## config.mk

```make
export PLATFORM = sky130hd
export DESIGN_NAME = load_data_unit_flat
export DESIGN_NICKNAME = d
export VERILOG_FILES = /design/src/rtl/load_data_unit_pkg.sv /design/src/rtl/load_data_unit_if.sv /design/src/rtl/load_data_unit_extend.sv /design/src/rtl/load_data_unit.sv /design/src/flat_wrapper.sv
export SDC_FILE = /design/constraint.sdc
export NUM_CORES = 1
export LEC_CHECK = 0
export BUFFER_PORTS_ARGS = -buffer_cell sky130_fd_sc_hd__buf_2
export CAP_MARGIN = 25
export CORE_ASPECT_RATIO = 1.1
export CORE_MARGIN = 5
export CORE_UTILIZATION = 30
export DETAILED_ROUTE_END_ITERATION = 7
export GPL_ROUTABILITY_DRIVEN = 0
export REMOVE_ABC_BUFFERS = 1
export SYNTH_ARGS = -nofsm -noshare
export SYNTH_HDL_FRONTEND = slang
export SYNTH_HIERARCHICAL = 1
export SYNTH_SLANG_ARGS = --single-unit
```

## constraint.sdc

```tcl
create_clock -name clk -period 4.7 [get_ports clk]
set_input_delay 0.705 -clock clk [delete_from_list [all_inputs] [get_ports clk]]
set_output_delay 0.705 -clock clk [all_outputs]
set_load 0.01 [all_outputs]
```

## src/rtl/load_data_unit_pkg.sv

```systemverilog
// Shared encodings for the load/store data lane logic: select codes, FSM states, error codes.
package load_data_unit_pkg;

   localparam logic [2:0] SEL_LW  = 3'b000;
   localparam logic [2:0] SEL_LH  = 3'b001;
   localparam logic [2:0] SEL_LB  = 3'b010;
   localparam logic [2:0] SEL_LHU = 3'b101;
   localparam logic [2:0] SEL_LBU = 3'b110;

   localparam logic [1:0] ST_SEL_SB = 2'b00;
   localparam logic [1:0] ST_SEL_SH = 2'b01;
   localparam logic [1:0] ST_SEL_SW = 2'b10;

   typedef enum logic [1:0] {
      ST_IDLE  = 2'b00,
      ST_ISSUE = 2'b01,
      ST_WAIT  = 2'b10,
      ST_DONE  = 2'b11
   } ldu_state_e;

   typedef enum logic [1:0] {
      ERR_OK       = 2'b00,
      ERR_MISALIGN = 2'b01,
      ERR_TIMEOUT  = 2'b10,
      ERR_ILLEGAL  = 2'b11
   } ldu_err_e;

   function automatic logic sel_legal(input logic [2:0] sel);
      return (sel == SEL_LW) || (sel == SEL_LH) || (sel == SEL_LB) ||
             (sel == SEL_LHU) || (sel == SEL_LBU);
   endfunction

   function automatic logic sel_misaligned(input logic [2:0] sel, input logic [1:0] off);
      return ((sel == SEL_LW) && (off != 2'b00)) ||
             (((sel == SEL_LH) || (sel == SEL_LHU)) && off[0]);
   endfunction

endpackage

```

## src/rtl/load_data_unit_if.sv

```systemverilog
// Request, memory-read and writeback signals of the load data unit.
interface load_data_unit_if;
   logic        req_valid;
   logic        req_ready;
   logic [31:0] req_addr;
   logic [2:0]  req_load_sel;
   logic [4:0]  req_rd;
   logic        mem_rd_en;
   logic [31:0] mem_addr;
   logic        mem_rvalid;
   logic [31:0] mem_rdata;
   logic        wb_valid;
   logic        wb_ready;
   logic [31:0] wb_data;
   logic [4:0]  wb_rd;
   logic [1:0]  wb_err;

   modport slave (
      input  req_valid, req_addr, req_load_sel, req_rd, mem_rvalid, mem_rdata, wb_ready,
      output req_ready, mem_rd_en, mem_addr, wb_valid, wb_data, wb_rd, wb_err
   );

   modport master (
      output req_valid, req_addr, req_load_sel, req_rd, mem_rvalid, mem_rdata, wb_ready,
      input  req_ready, mem_rd_en, mem_addr, wb_valid, wb_data, wb_rd, wb_err
   );
endinterface

```

## src/rtl/load_data_unit_extend.sv

```systemverilog
// Lane select and zero/sign extension of a little-endian read word.
module load_extend
   import load_data_unit_pkg::*;
(
   input  logic [31:0] rdata_i,
   input  logic [1:0]  off_i,
   input  logic [2:0]  sel_i,
   output logic [31:0] result_o
);

   logic [7:0]  byte_lane;
   logic [15:0] half_lane;

   always_comb begin
      byte_lane = rdata_i[7:0];
      case (off_i)
         2'b00: byte_lane = rdata_i[7:0];
         2'b01: byte_lane = rdata_i[15:8];
         2'b10: byte_lane = rdata_i[23:16];
         2'b11: byte_lane = rdata_i[31:24];
         default: byte_lane = rdata_i[7:0];
      endcase
      half_lane = off_i[1] ? rdata_i[31:16] : rdata_i[15:0];

      result_o = '0;
      case (sel_i)
         SEL_LW:  result_o = rdata_i;
         SEL_LH:  result_o = {{16{half_lane[15]}}, half_lane};
         SEL_LB:  result_o = {{24{byte_lane[7]}}, byte_lane};
         SEL_LHU: result_o = {16'h0000, half_lane};
         SEL_LBU: result_o = {24'h000000, byte_lane};
         default: result_o = '0;
      endcase
   end

endmodule

```

## src/rtl/load_data_unit.sv

```systemverilog
// Load data unit: issues a word read, waits for the response with a timeout,
// extracts/extends the addressed lane and hands the result to writeback.
//  state | meaning
//  IDLE  | ready for a request; error requests go straight to DONE
//  ISSUE | one-cycle mem_rd_en strobe, wait counter cleared
//  WAIT  | waiting for mem_rvalid or timeout
//  DONE  | result held on wb_* until wb_ready
module load_data_unit
   import load_data_unit_pkg::*;
#(
   parameter int TIMEOUT = 16,
   parameter int CNT_W   = 8
) (
   input  logic             clk,
   input  logic             reset,
   load_data_unit_if.slave  bus
);

   localparam logic [CNT_W-1:0] TIMEOUT_CNT = CNT_W'(TIMEOUT - 1);

   ldu_state_e       state_q;
   logic [2:0]       sel_q;
   logic [1:0]       off_q;
   logic [29:0]      addr_q;
   logic [CNT_W-1:0] cnt_q, cnt_d;
   logic [31:0]      wb_data_q;
   logic [4:0]       wb_rd_q;
   ldu_err_e         wb_err_q;
   logic [31:0]      ext_data;

   load_extend u_extend (
      .rdata_i  (bus.mem_rdata),
      .off_i    (off_q),
      .sel_i    (sel_q),
      .result_o (ext_data)
   );

   assign cnt_d = cnt_q + CNT_W'(1);

   always_ff @(posedge clk) begin
      if (reset) begin
         state_q   <= ST_IDLE;
         sel_q     <= SEL_LW;
         off_q     <= '0;
         addr_q    <= '0;
         cnt_q     <= '0;
         wb_data_q <= '0;
         wb_rd_q   <= '0;
         wb_err_q  <= ERR_OK;
      end else begin
         case (state_q)
            ST_IDLE: begin
               if (bus.req_valid) begin
                  sel_q     <= bus.req_load_sel;
                  off_q     <= bus.req_addr[1:0];
                  addr_q    <= bus.req_addr[31:2];
                  wb_rd_q   <= bus.req_rd;
                  wb_data_q <= '0;
                  // illegal select takes priority over alignment
                  if (!sel_legal(bus.req_load_sel)) begin
                     wb_err_q <= ERR_ILLEGAL;
                     state_q  <= ST_DONE;
                  end else if (sel_misaligned(bus.req_load_sel, bus.req_addr[1:0])) begin
                     wb_err_q <= ERR_MISALIGN;
                     state_q  <= ST_DONE;
                  end else begin
                     wb_err_q <= ERR_OK;
                     state_q  <= ST_ISSUE;
                  end
               end
            end
            ST_ISSUE: begin
               cnt_q   <= '0;
               state_q <= ST_WAIT;
            end
            ST_WAIT: begin
               // a response on the last allowed cycle still counts as success
               if (bus.mem_rvalid) begin
                  wb_data_q <= ext_data;
                  wb_err_q  <= ERR_OK;
                  state_q   <= ST_DONE;
               end else if (cnt_q == TIMEOUT_CNT) begin
                  wb_data_q <= '0;
                  wb_err_q  <= ERR_TIMEOUT;
                  state_q   <= ST_DONE;
               end else begin
                  cnt_q <= cnt_d;
               end
            end
            ST_DONE: begin
               if (bus.wb_ready) state_q <= ST_IDLE;
            end
            default: state_q <= ST_IDLE;
         endcase
      end
   end

   assign bus.req_ready = (state_q == ST_IDLE);
   assign bus.mem_rd_en = (state_q == ST_ISSUE);
   assign bus.wb_valid  = (state_q == ST_DONE);
   assign bus.mem_addr  = {addr_q, 2'b00};
   assign bus.wb_data   = wb_data_q;
   assign bus.wb_rd     = wb_rd_q;
   assign bus.wb_err    = wb_err_q;

endmodule

```

## src/flat_wrapper.sv

```systemverilog
// flat-port wrapper written by rule: the top's interface ports become plain ports
module load_data_unit_flat import load_data_unit_pkg::*;
#(
   parameter int TIMEOUT = 16,
   parameter int CNT_W   = 8
)
  (clk, reset, bus_req_valid, bus_req_addr, bus_req_load_sel, bus_req_rd, bus_mem_rvalid, bus_mem_rdata, bus_wb_ready, bus_req_ready, bus_mem_rd_en, bus_mem_addr, bus_wb_valid, bus_wb_data, bus_wb_rd, bus_wb_err);
  load_data_unit_if bus_i ();
  input  logic clk;
  input  logic reset;
  input wire logic [$bits(bus_i.req_valid)-1:0] bus_req_valid;
  input wire logic [$bits(bus_i.req_addr)-1:0] bus_req_addr;
  input wire logic [$bits(bus_i.req_load_sel)-1:0] bus_req_load_sel;
  input wire logic [$bits(bus_i.req_rd)-1:0] bus_req_rd;
  input wire logic [$bits(bus_i.mem_rvalid)-1:0] bus_mem_rvalid;
  input wire logic [$bits(bus_i.mem_rdata)-1:0] bus_mem_rdata;
  input wire logic [$bits(bus_i.wb_ready)-1:0] bus_wb_ready;
  output wire logic [$bits(bus_i.req_ready)-1:0] bus_req_ready;
  output wire logic [$bits(bus_i.mem_rd_en)-1:0] bus_mem_rd_en;
  output wire logic [$bits(bus_i.mem_addr)-1:0] bus_mem_addr;
  output wire logic [$bits(bus_i.wb_valid)-1:0] bus_wb_valid;
  output wire logic [$bits(bus_i.wb_data)-1:0] bus_wb_data;
  output wire logic [$bits(bus_i.wb_rd)-1:0] bus_wb_rd;
  output wire logic [$bits(bus_i.wb_err)-1:0] bus_wb_err;
  assign bus_i.req_valid = bus_req_valid;
  assign bus_i.req_addr = bus_req_addr;
  assign bus_i.req_load_sel = bus_req_load_sel;
  assign bus_i.req_rd = bus_req_rd;
  assign bus_i.mem_rvalid = bus_mem_rvalid;
  assign bus_i.mem_rdata = bus_mem_rdata;
  assign bus_i.wb_ready = bus_wb_ready;
  assign bus_req_ready = bus_i.req_ready;
  assign bus_mem_rd_en = bus_i.mem_rd_en;
  assign bus_mem_addr = bus_i.mem_addr;
  assign bus_wb_valid = bus_i.wb_valid;
  assign bus_wb_data = bus_i.wb_data;
  assign bus_wb_rd = bus_i.wb_rd;
  assign bus_wb_err = bus_i.wb_err;
  load_data_unit #(.TIMEOUT(TIMEOUT), .CNT_W(CNT_W)) u_core (.clk(clk), .reset(reset), .bus(bus_i));
endmodule
```

# Word-level counts from Yosys, hierarchy flattened
# Index checks and enable logic that the tools add are counted.
dict set report totals {
  inputBits 77
  ff_bits 84
}
dict set report op_classes {
  addsub 1
  n_eq_ne 20
  reduce_logical 19
  mux 23
}
# operator n
set ops {}
lappend ops {{$pmux W32 S5} 1}
lappend ops {{$mux W32} 3}
lappend ops {{$pmux W32 S2} 1}
lappend ops {{$pmux W8 S4} 1}
lappend ops {{$mux W2} 10}
lappend ops {{$mux W16} 1}
lappend ops {{$mux W8} 2}
lappend ops {{$pmux W8 S2} 1}
lappend ops {{$eq A3 B3 Y1 const B} 4}
lappend ops {{$reduce_and A3 Y1} 3}
lappend ops {{$add A8 B1 Y8 const B} 1}
lappend ops {{$eq A2 B2 Y1 const B} 4}
lappend ops {{$eq A8 B4 Y1 const B} 1}
lappend ops {{$ne A2 B2 Y1 const B} 4}
lappend ops {{$pmux W2 S4} 1}
lappend ops {{$eq A3 B1 Y1 const B} 2}
lappend ops {{$eq A3 B2 Y1 const B} 2}
lappend ops {{$logic_not A3 Y1} 2}
lappend ops {{$logic_or A1 B1 Y1} 6}
lappend ops {{$reduce_bool A2 Y1} 3}
lappend ops {{$eq A2 B1 Y1 const B} 2}
lappend ops {{$logic_not A2 Y1} 2}
lappend ops {{$pmux W2 S2} 1}
lappend ops {{$ne A3 B2 Y1 const B} 1}
lappend ops {{other kinds (3)} 4}

# Longest topological paths before layout
# Gate-level depths: netlist (run 1).
dict set report depth {
  ltp_word 8
  mapped_depth 9
  mapped_depth_nobuf 6
}

# Cells and area by module
# The synthesis (run 1) kept the hierarchy.
# mod cells_per_inst area_each_um2 n_inst
set by_module_without_submodules {}
lappend by_module_without_submodules {load_data_unit 406 3402.0 1}
lappend by_module_without_submodules {load_extend 113 798.3 1}

# Least setup slack after synthesis (run 1)
# Ideal clock, no wire load.
dict set report synth_path {
  path_kind {reg2reg}
  from {register u_core.state_q[0]}
  to {register u_core.cnt_q[6]}
  synth_period_minus_slack_ns 1.797
  setup_ns 0.119
  required_time_ns 4.581
  slack_ns 2.903
  arrival_time_ns 1.679
  n_path_buf 1
  path_stages_with_launch 8
  cell_sequence {dfxtp_1 -> inv_1 -> ha_1 -> clkbuf_1 -> nand2b_1 -> a2111oi_0 -> xnor2_1 -> nor2_1}
}
dict set report synth_between {
  elab_chain_cells 3
}
# item line
set synth_lines {}
lappend synth_lines {{from (decl)} load_data_unit.sv:21} ;# ldu_state_e state_q;
lappend synth_lines {{from (signal assigned)} load_data_unit.sv:42} ;# state_q <= ST_IDLE;
lappend synth_lines {{from (signal assigned)} load_data_unit.sv:62} ;# state_q <= ST_DONE;
lappend synth_lines {{from (signal assigned)} load_data_unit.sv:65} ;# state_q <= ST_DONE;
lappend synth_lines {{$eq A2 B2 Y1 or $eq A2 B1 Y1 (tied branches)} load_data_unit.sv:51} ;# case (state_q)
lappend synth_lines {{$ne A2 B2 Y1 (no line) or $reduce_bool A2 Y1 (tied branches)} --}
lappend synth_lines {{$reduce_and A3 Y1 (no line)} --}
lappend synth_lines {{to (signal assigned)} load_data_unit.sv:87} ;# cnt_q <= cnt_d;
lappend synth_lines {{to (decl)} load_data_unit.sv:25} ;# logic [CNT_W-1:0] cnt_q, cnt_d;
# Several ways; a longest one is shown, not always the timed one.
# A chain may end at the register's enable or synchronous reset.

# Worst setup path in the final report (run 1)
dict set report layout_path {
  from {register u_core.off_q[1]}
  to {register u_core.wb_data_q[31], in the netlist u_core/bus.wb_data[31]}
}
dict set report layout_between {
  elab_chain_cells 5
}
# item line
set layout_lines {}
lappend layout_lines {{from (decl)} load_data_unit.sv:23} ;# logic [1:0] off_q;
lappend layout_lines {{from (signal assigned)} load_data_unit.sv:55} ;# off_q <= bus.req_addr[1:0];
lappend layout_lines {{$eq A2 B2 Y1, or another cell as far along} load_data_unit_extend.sv:16} ;# case (off_i)
lappend layout_lines {{$pmux W8 S4} load_data_unit_extend.sv:16}
lappend layout_lines {{$pmux W32 S5 *} load_data_unit_extend.sv:26} ;# case (sel_i)
lappend layout_lines {{net u_core.ext_data[31]} load_data_unit.sv:29} ;# logic [31:0] ext_data;
lappend layout_lines {{$mux W32 *} load_data_unit.sv:78} ;# if (bus.mem_rvalid) begin
lappend layout_lines {{$pmux W32 S2 *} load_data_unit.sv:51}
lappend layout_lines {{to (signal assigned)} load_data_unit.sv:79} ;# wb_data_q <= ext_data;
lappend layout_lines {{to (decl)} load_data_unit.sv:26} ;# logic [31:0] wb_data_q;
# The timed path passes the listed nets; every way through them passes the cells marked *.

==> metrics.md, run 1 <==
| Metric | Value |
|---|---|
| Status | `complete, no violations` |
| Placed insts | `820` |
| H-tree levels | `3` |
| Worst reg2reg endpoint | `u_core/bus.wb_data[31]` |
| Async S/R FF share, synth | `0%` |
| Port buffer count | `148` |
| WS Path Type | `register to register` |
| Initial core utilization | `between 30 and 40%` |
| RSZ-0062 raised after global routing | `no` |
| Setup crit start kind | `register` |
| Fill cell count | `approximately 1400` |
| CTS Sinks | `between 80 and 90` |
| Non-Filler Instances | `836` |
| Synth Warn # | `6` |
| Drt via density | `4.81` |
| DR WL/cell | `14.8 um` |
| Post-route minimum period | `about 2300 ps` |
| CTS tree | `done` |
| Maximum VDD drop | `0.244 mV` |
| Worst Hold Endpoint | `u_core/addr_q[25]` |
| Hold_sp | `u_core/addr_q[25]` |
| Number of global-route vias before repair | `3974` |
| Post-cts sizing count | `0` |
| CTS clk-pin slew, worst paths | `60 ps` |
| Root Buffer Master | `clkbuf_16` |
| Period Utilization, post-route | `49.7%` |
| Total grt overflow | `0` |
| Multi-input logic area | `between 2000 and 2500 um^2` |
| IO Count | `151` |
| Fin. max-slew vios | `0` |
| Die ar. | `16500 um^2` |
| Clock Power Share | `27.6%` |
| Rel. slew slack | `around 33%` |
| DRT Wirelength | `approximately 12000 um` |
| Peak fanout along the critical path | `25` |
| Core box area | `13800 um^2` |
| Fmax | `428 MHz` |
| Sequential element share of the synthesized area | `40.0%` |
| Setup bufs post-CTS | `0` |
| DRC Markers | `0` |
| #FFs+latches synth | `84` |
| Die Wd | `~120 um` |
| Remaining antenna violation count | `0` |
| DP Area | `about 5000 um^2` |
| Top_reg_cell synth | `dfxtp_1` |
| Arrival time of the worst setup path | `2530 ps` |
| Hold Path Stages | `2` |
| P_leak | `2.32 nW` |
| Worst Reg-to-Reg Cells | `5` |
| Worst Tran Pin Value | `1010 ps` |
| Final number of setup-violating endpoints | `0` |
| Dpl hpwl | `9090 um` |
| Clock latency on the worst-skew pair | `roughly 340 ps` |
| Synth Cell Area | `4200 um^2` |
| Hold slack | `452 ps` |
| 1st-pass router iterations | `4` |
| Post-CTS Hold Buffers | `0` |
| Synth Instances | `519` |
| P&R area growth vs syn | `26.0%` |
| Antenna diode count | `0` |
| Switching Fraction | `a little under two fifths` |
| Final Hold Viols | `0` |
| First-pass GRT wire length | `between 15000 and 20000 um` |
| Psw | `953 uW` |
| Logic pwr share | `37.8%` |
| Pwr per Cell Area | `just under 500 nW/um^2` |
| Tot GR Track Use | `between 10 and 15%` |
| Syn avg cell area | `8.09 um^2` |
| Worst Skew | `4.56 ps` |
| EDFF count, synth | `0` |
| Num rows | `45` |
| Register area | `about 1700 um^2` |
| Int Power | `1.61 mW` |
| Vias | `4022` |
| Cell area after layout | `5290 um^2` |
| Chip height | `between 100 and 150 um` |
| Cts bufs inserted | `9` |
| Nets | `726` |
| Worst R2R Setup Slack | `2370 ps` |
| Hold Path Class | `register to register` |
| Share of cells above drive strength 1 | `29.2%` |
| Largest net degree at the start of global routing | `49` |
| Reg-to-reg startpoint | `u_core/off_q[1]` |
| Iteration-0 DRC count of the detailed router | `243` |
| Netlist cell types | `49` |
| Worst Setup End Kind | `register` |
| CP required | `4900 ps` |
| Clk buf depth | `2` |
| Reg power frac | `a little over a third` |
| Setup TNS | `0 ps` |
| Max Cap Viol | `0` |
| Initial antenna violation count | `2` |
cells in the mapped netlist (2+ instances only):
master / n / area [um^2]
a2111oi_0: 2 / 17.5
xnor2_1: 4 / 35.0
nor3_1: 2 / 10.0
buf_4: 3 / 22.5
and3_1: 2 / 12.5
dfxtp_1: 84 / 1680
a22oi_1: 8 / 60.1
nor2_1: 13 / 48.8
o22ai_1: 7 / 43.8
nand2_1: 170 / 638
inv_1: 7 / 26.3
a32oi_1: 7 / 61.3
mux2_2: 14 / 158
o21ai_0: 10 / 50.1
buf_2: 3 / 15.0
clkbuf_1: 28 / 105
a211oi_1: 2 / 15.0
a21oi_1: 46 / 230
a31oi_1: 16 / 100
ha_1: 6 / 75.1
nand2b_1: 3 / 18.8
o211ai_1: 3 / 22.5
nor2b_1: 4 / 25.0
mux2i_1: 41 / 410
nand4_1: 2 / 12.5
nand3_1: 4 / 20.0
buf_12: 3 / 60.1
buf_6: 4 / 45.0
final cells by class:
| type | instances | area share [%] |
|---|---|---|
| flip-flops and latches | 84 | 31.8 |
| multi-input cells | 386 | 42.5 |
| clock inverters | 6 | 1.21 |
| inverters | 8 | 0.567 |
| well taps | 188 | 4.44 |
| repair buffers | 154 | 15.2 |
| clock buffers | 10 | 4.33 |
cell usage in the layout, fill, tap and decap left out, types with 2 or more instances in the layout:
cell type,instances
mux2_2,14
inv_1,7
nand2b_1,3
conb_1,2
o211ai_1,3
clkinvlp_4,2
a2111oi_0,2
nor3_1,2
o22ai_1,7
o21ai_0,10
a211oi_1,2
buf_2,148
and3_1,2
ha_1,6
buf_4,5
a31oi_1,16
nand4_1,2
nand3_1,4
nand2_1,170
a22oi_1,8
dfxtp_1,84
clkbuf_16,9
xnor2_1,4
mux2i_1,41
nor2_1,13
a32oi_1,7
clkinv_2,2
a21oi_1,46
nor2b_1,4
metrics by stage:
step / power (mW) / util (%) / worst slack [ps]
after detailed placement: 1.88 / 36.2 / 2160
after CTS: 2.60 / 38.4 / 2390
after global routing: 2.74 / 38.4 / 2190
after floorplan: 1.57 / - / 1270
after global placement: 1.85 / 36.0 / 2080
final: 2.57 / 38.4 / 2370
worst max-delay path by stage:
stage	start	endpoint	slack, ps	depth (start not counted)
final	u_core/off_q[1]	u_core/bus.wb_data[31]	2370	5
after global routing	u_core/sel_q[0]	u_core/bus.wb_data[24]	2190	5
after CTS	u_core/off_q[1]	u_core/bus.wb_data[31]	2390	5
after detailed placement	reset	u_core/bus.wb_data[31]	2160	6
after global placement	reset	u_core/bus.wb_data[4]	2080	5
after floorplan	u_core/cnt_q[4]	u_core/bus.wb_err[0]	1270	4
cell families (layout without fill, tap and decap cells):
logic type / after synthesis / in the layout / synth area share [%]
mux: 56 / 56 / 13.9
xor+xnor: 5 / 5 / 1.04
other cells: 1 / 2 / 0.0893
flops: 84 / 84 / 40.0
simple gates: 209 / 209 / 20.5
fa+ha+maj: 6 / 6 / 1.79
buf+inv: 50 / 178 / 6.70
compound gates: 108 / 108 / 15.9
registers in the layout (all words and copies together) (netlist names):
register and flops:
u_core/bus.wb_err 2, u_core/off_q 2, u_core/cnt_q 8, u_core/state_q 2, u_core/addr_q 30, u_core/bus.wb_data 32, u_core/sel_q 3, u_core/bus.wb_rd 5
per-layer routing:
| layer | global-route usage [%] | wire [um] |
|---|---|---|
| met5 | 0 | 19 |
| met4 | 6.04 | 196 |
| met3 | 5.48 | 1140 |
| met2 | 24.2 | 5630 |
| met1 | 17.8 | 5380 |
critical path: stages (launching register included):
cell     delay (ps)
dfxtp_1         860
mux2_2          460
a22oi_4         530
a31oi_1         160
nand2_1         110
mux2i_1          70
power by group through the flow:
stage          sequential [mW]  combinational [mW]  clock, mW
6_report                 0.890               0.970      0.708
5_1_grt                  0.904                1.07      0.767
4_1_cts                  0.890               0.977      0.735
3_5_place_dp             0.904               0.976          0
3_3_place_gp             0.901               0.950          0
2_1_floorplan            0.922               0.645          0
(Power assumes the default switching activity.)
==> inputs of run 2 (changes only) <==
Clock period 4.7 ns to 2 ns, I/O delays scaled along.
==> run 2 against run 1 <==
  * Clock power increased to 2.9 times the previous value
  * Total power grew to 2.6 times the previous value
  * Cell area grew 4.6%
==> metrics.md, run 2 (synthesized netlist as in run 1, its figures left out) <==
| Metric | Value |
|---|---|
| Setup crit start kind | `register` |
| Remaining antenna violation count | `0` |
| IO Count | `between 150 and 200` |
| DR WL/cell | `14.9 um` |
| Final Hold Viols | `0` |
| Pwr per Cell Area | `1220 nW/um^2` |
| H-tree levels | `3` |
| WS Path Type | `register to register` |
| Worst Skew | `5.48 ps` |
| Hold Path Class | `primary input to register` |
| Status | `complete, no violations` |
| Rel. slew slack | `65.3%` |
| Period Utilization, post-route | `94.3%` |
| Arrival time of the worst setup path | `2160 ps` |
| CP required | `2270 ps` |
| P_leak | `2.45 nW` |
| Die Wd | `123 um` |
| Max reg flops | `32` |
| Reg power frac | `29.9%` |
| Switching Fraction | `34.3%` |
| CP cell instances | `or4_4 > o21a_1 > nor3_4 > buf_4 > clkbuf_16 > mux2i_1` |
| Worst Setup End Kind | `register` |
| Commonest cells after routing, fill and taps aside | `nand2_1, buf_2, dfxtp_1` |
| Hold slack | `190 ps` |
| Critical path's largest stage delay | `550 ps` |
| Maximum VDD drop | `between 0.6 and 0.7 mV` |
| Cts bufs inserted | `9` |
| Logic pwr share | `39.4%` |
| Peak fanout along the critical path | `17` |
| Psw | `2.32 mW` |
| First-pass GRT wire length | `19800 um` |
| Int Power | `4.45 mW` |
| Total Power | `6.77 mW` |
| Worst R2R Setup Slack | `110 ps` |
| Antenna diode count | `0` |
| DRT Wirelength | `12700 um` |
| Post-route minimum period | `1890 ps` |
| CTS tree | `done` |
| Initial antenna violation count | `2` |
| Most common cell after layout, fill and taps aside | `nand2_1` |
| Worst Tran Pin Value | `507 ps` |
| Tot GR Track Use | `15.1%` |
| Dpl hpwl | `9310 um` |
| Iteration-0 DRC count of the detailed router | `306` |
| Max Cap Viol | `0` |
| DP Area | `5120 um^2` |
| Num rows | `45` |
| Total grt overflow | `0` |
| Clock Power Share | `a little under a third` |
| Hold_sp | `bus_req_addr[27]` |
| Vias | `4076` |
| DRC Markers | `0` |
| Hold Path Stages | `3` |
| Clock latency on the worst-skew pair | `around 340 ps` |
| Worst reg2reg endpoint | `u_core/bus.wb_data[22]` |
| Fin. max-slew vios | `0` |
| Port buffer count | `approximately 150` |
| Initial core utilization | `30.4%` |
| Reg-to-reg startpoint | `u_core/cnt_q[4]` |
| Die ar. | `~16000 um^2` |
| 1st-pass router iterations | `5` |
| Chip height | `between 100 and 150 um` |
| RSZ-0062 raised after global routing | `no` |
| Crit path max-delay cell type | `or4_4` |
| Final number of setup-violating endpoints | `0` |
| Worst Reg-to-Reg Cells | `6` |
| Worst Hold Endpoint | `u_core/addr_q[25]` |
| Number of global-route vias before repair | `4001` |
| Drt via density | `between 4 and 5` |
| P&R area growth vs syn | `31.8%` |
| Core box area | `13800 um^2` |
| Fmax | `approximately 530 MHz` |
| Nets | `around 740` |
| CTS clk-pin slew, worst paths | `~60 ps` |
| Largest net degree at the start of global routing | `41` |
| Root Buffer Master | `clkbuf_16` |
| Share of cells above drive strength 1 | `30.9%` |
| Clk buf depth | `2` |
| Cell area after layout | `5540 um^2` |
| CTS Sinks | `84` |
## run 2: cell count changes in the layout (fill, tap and decap cells not counted), sizes merged
cell,delta
buf,+14
bufinv,+3
clkbuf,+1
clkinv,-2
inv,-1
## run 2: worst max path at each step
stage | startpoint | end | slack (ps) | cells past startpoint
6_report | u_core/cnt_q[4] | u_core/bus.wb_data[22] | 110 | 6
2_1_floorplan | u_core/cnt_q[4] | u_core/bus.wb_err[0] | -1430 | 4
3_3_place_gp | u_core/cnt_q[4] | u_core/bus.wb_data[20] | 140 | 5
3_5_place_dp | u_core/cnt_q[4] | u_core/bus.wb_data[28] | 50 | 5
4_1_cts | u_core/cnt_q[4] | u_core/bus.wb_data[28] | 40 | 5
5_1_grt | u_core/state_q[0] | u_core/cnt_q[7] | 4 | 6
## run 2: timing repair
| action | 4_1_cts | 5_1_grt |
|---|---|---|
| setup buffers | 0 | 2 |
| hold endpoints to repair | 0 | 0 |
| hold buffers | 0 | 0 |
| endpoints found under the setup margin | 0 | 11 |
| gates resized for setup | 0 | 1 |
## run 2: cell type report
class / count / area (um^2)
Clock buffer: 10 / 239
Clock inverter: 6 / 135
Fill cell: 1428 / 8260
Inverter: 8 / 30.0
Multi-Input combinational cell: 386 / 2250
Sequential cell: 84 / 1680
Tap cell: 188 / 235
Timing Repair Buffer: 169 / 966
## run 2: per-stage QoR
step | worst slack, ps | TNS, ps | std cells | utilization, %
after CTS | 39.0 | 0 | 848 | 39.8
final | 114 | 0 | 851 | 40.1
after detailed placement | 52.6 | 0 | 832 | 37.1
after global routing | 4.14 | 0 | 851 | 40.1
after floorplan | -1430 | -45860 | 478 | -
after global placement | 142 | 0 | 832 | 37.1
## run 2: critical path: cells and delay by family (launching register included)
family | cells | cell delay (ps)
DFF | 1 | 340
buffers and inverters | 2 | 360
AOI/OAI and AO/OA | 1 | 240
and+or+nand+nor | 2 | 690
muxes | 1 | 190
## run 2: power by group through the flow
stage          Sequential, mW  Combinational [mW]  Clock, mW
6_report                 2.02                2.67       2.08
5_1_grt                  2.05                2.93       2.20
4_1_cts                  2.02                2.50       2.14
3_5_place_dp             2.06                2.49          0
3_3_place_gp             2.04                2.45          0
2_1_floorplan            2.17                1.43          0
## run 2: per-layer routing
layer  track usage (%)  wire [um]  part of all wire, %
met1              18.3       5420                   43
met2              24.2       5750                   45
met3              5.78       1240                  9.8
met4              5.91        238                  1.9
met5                 0         21                 0.17
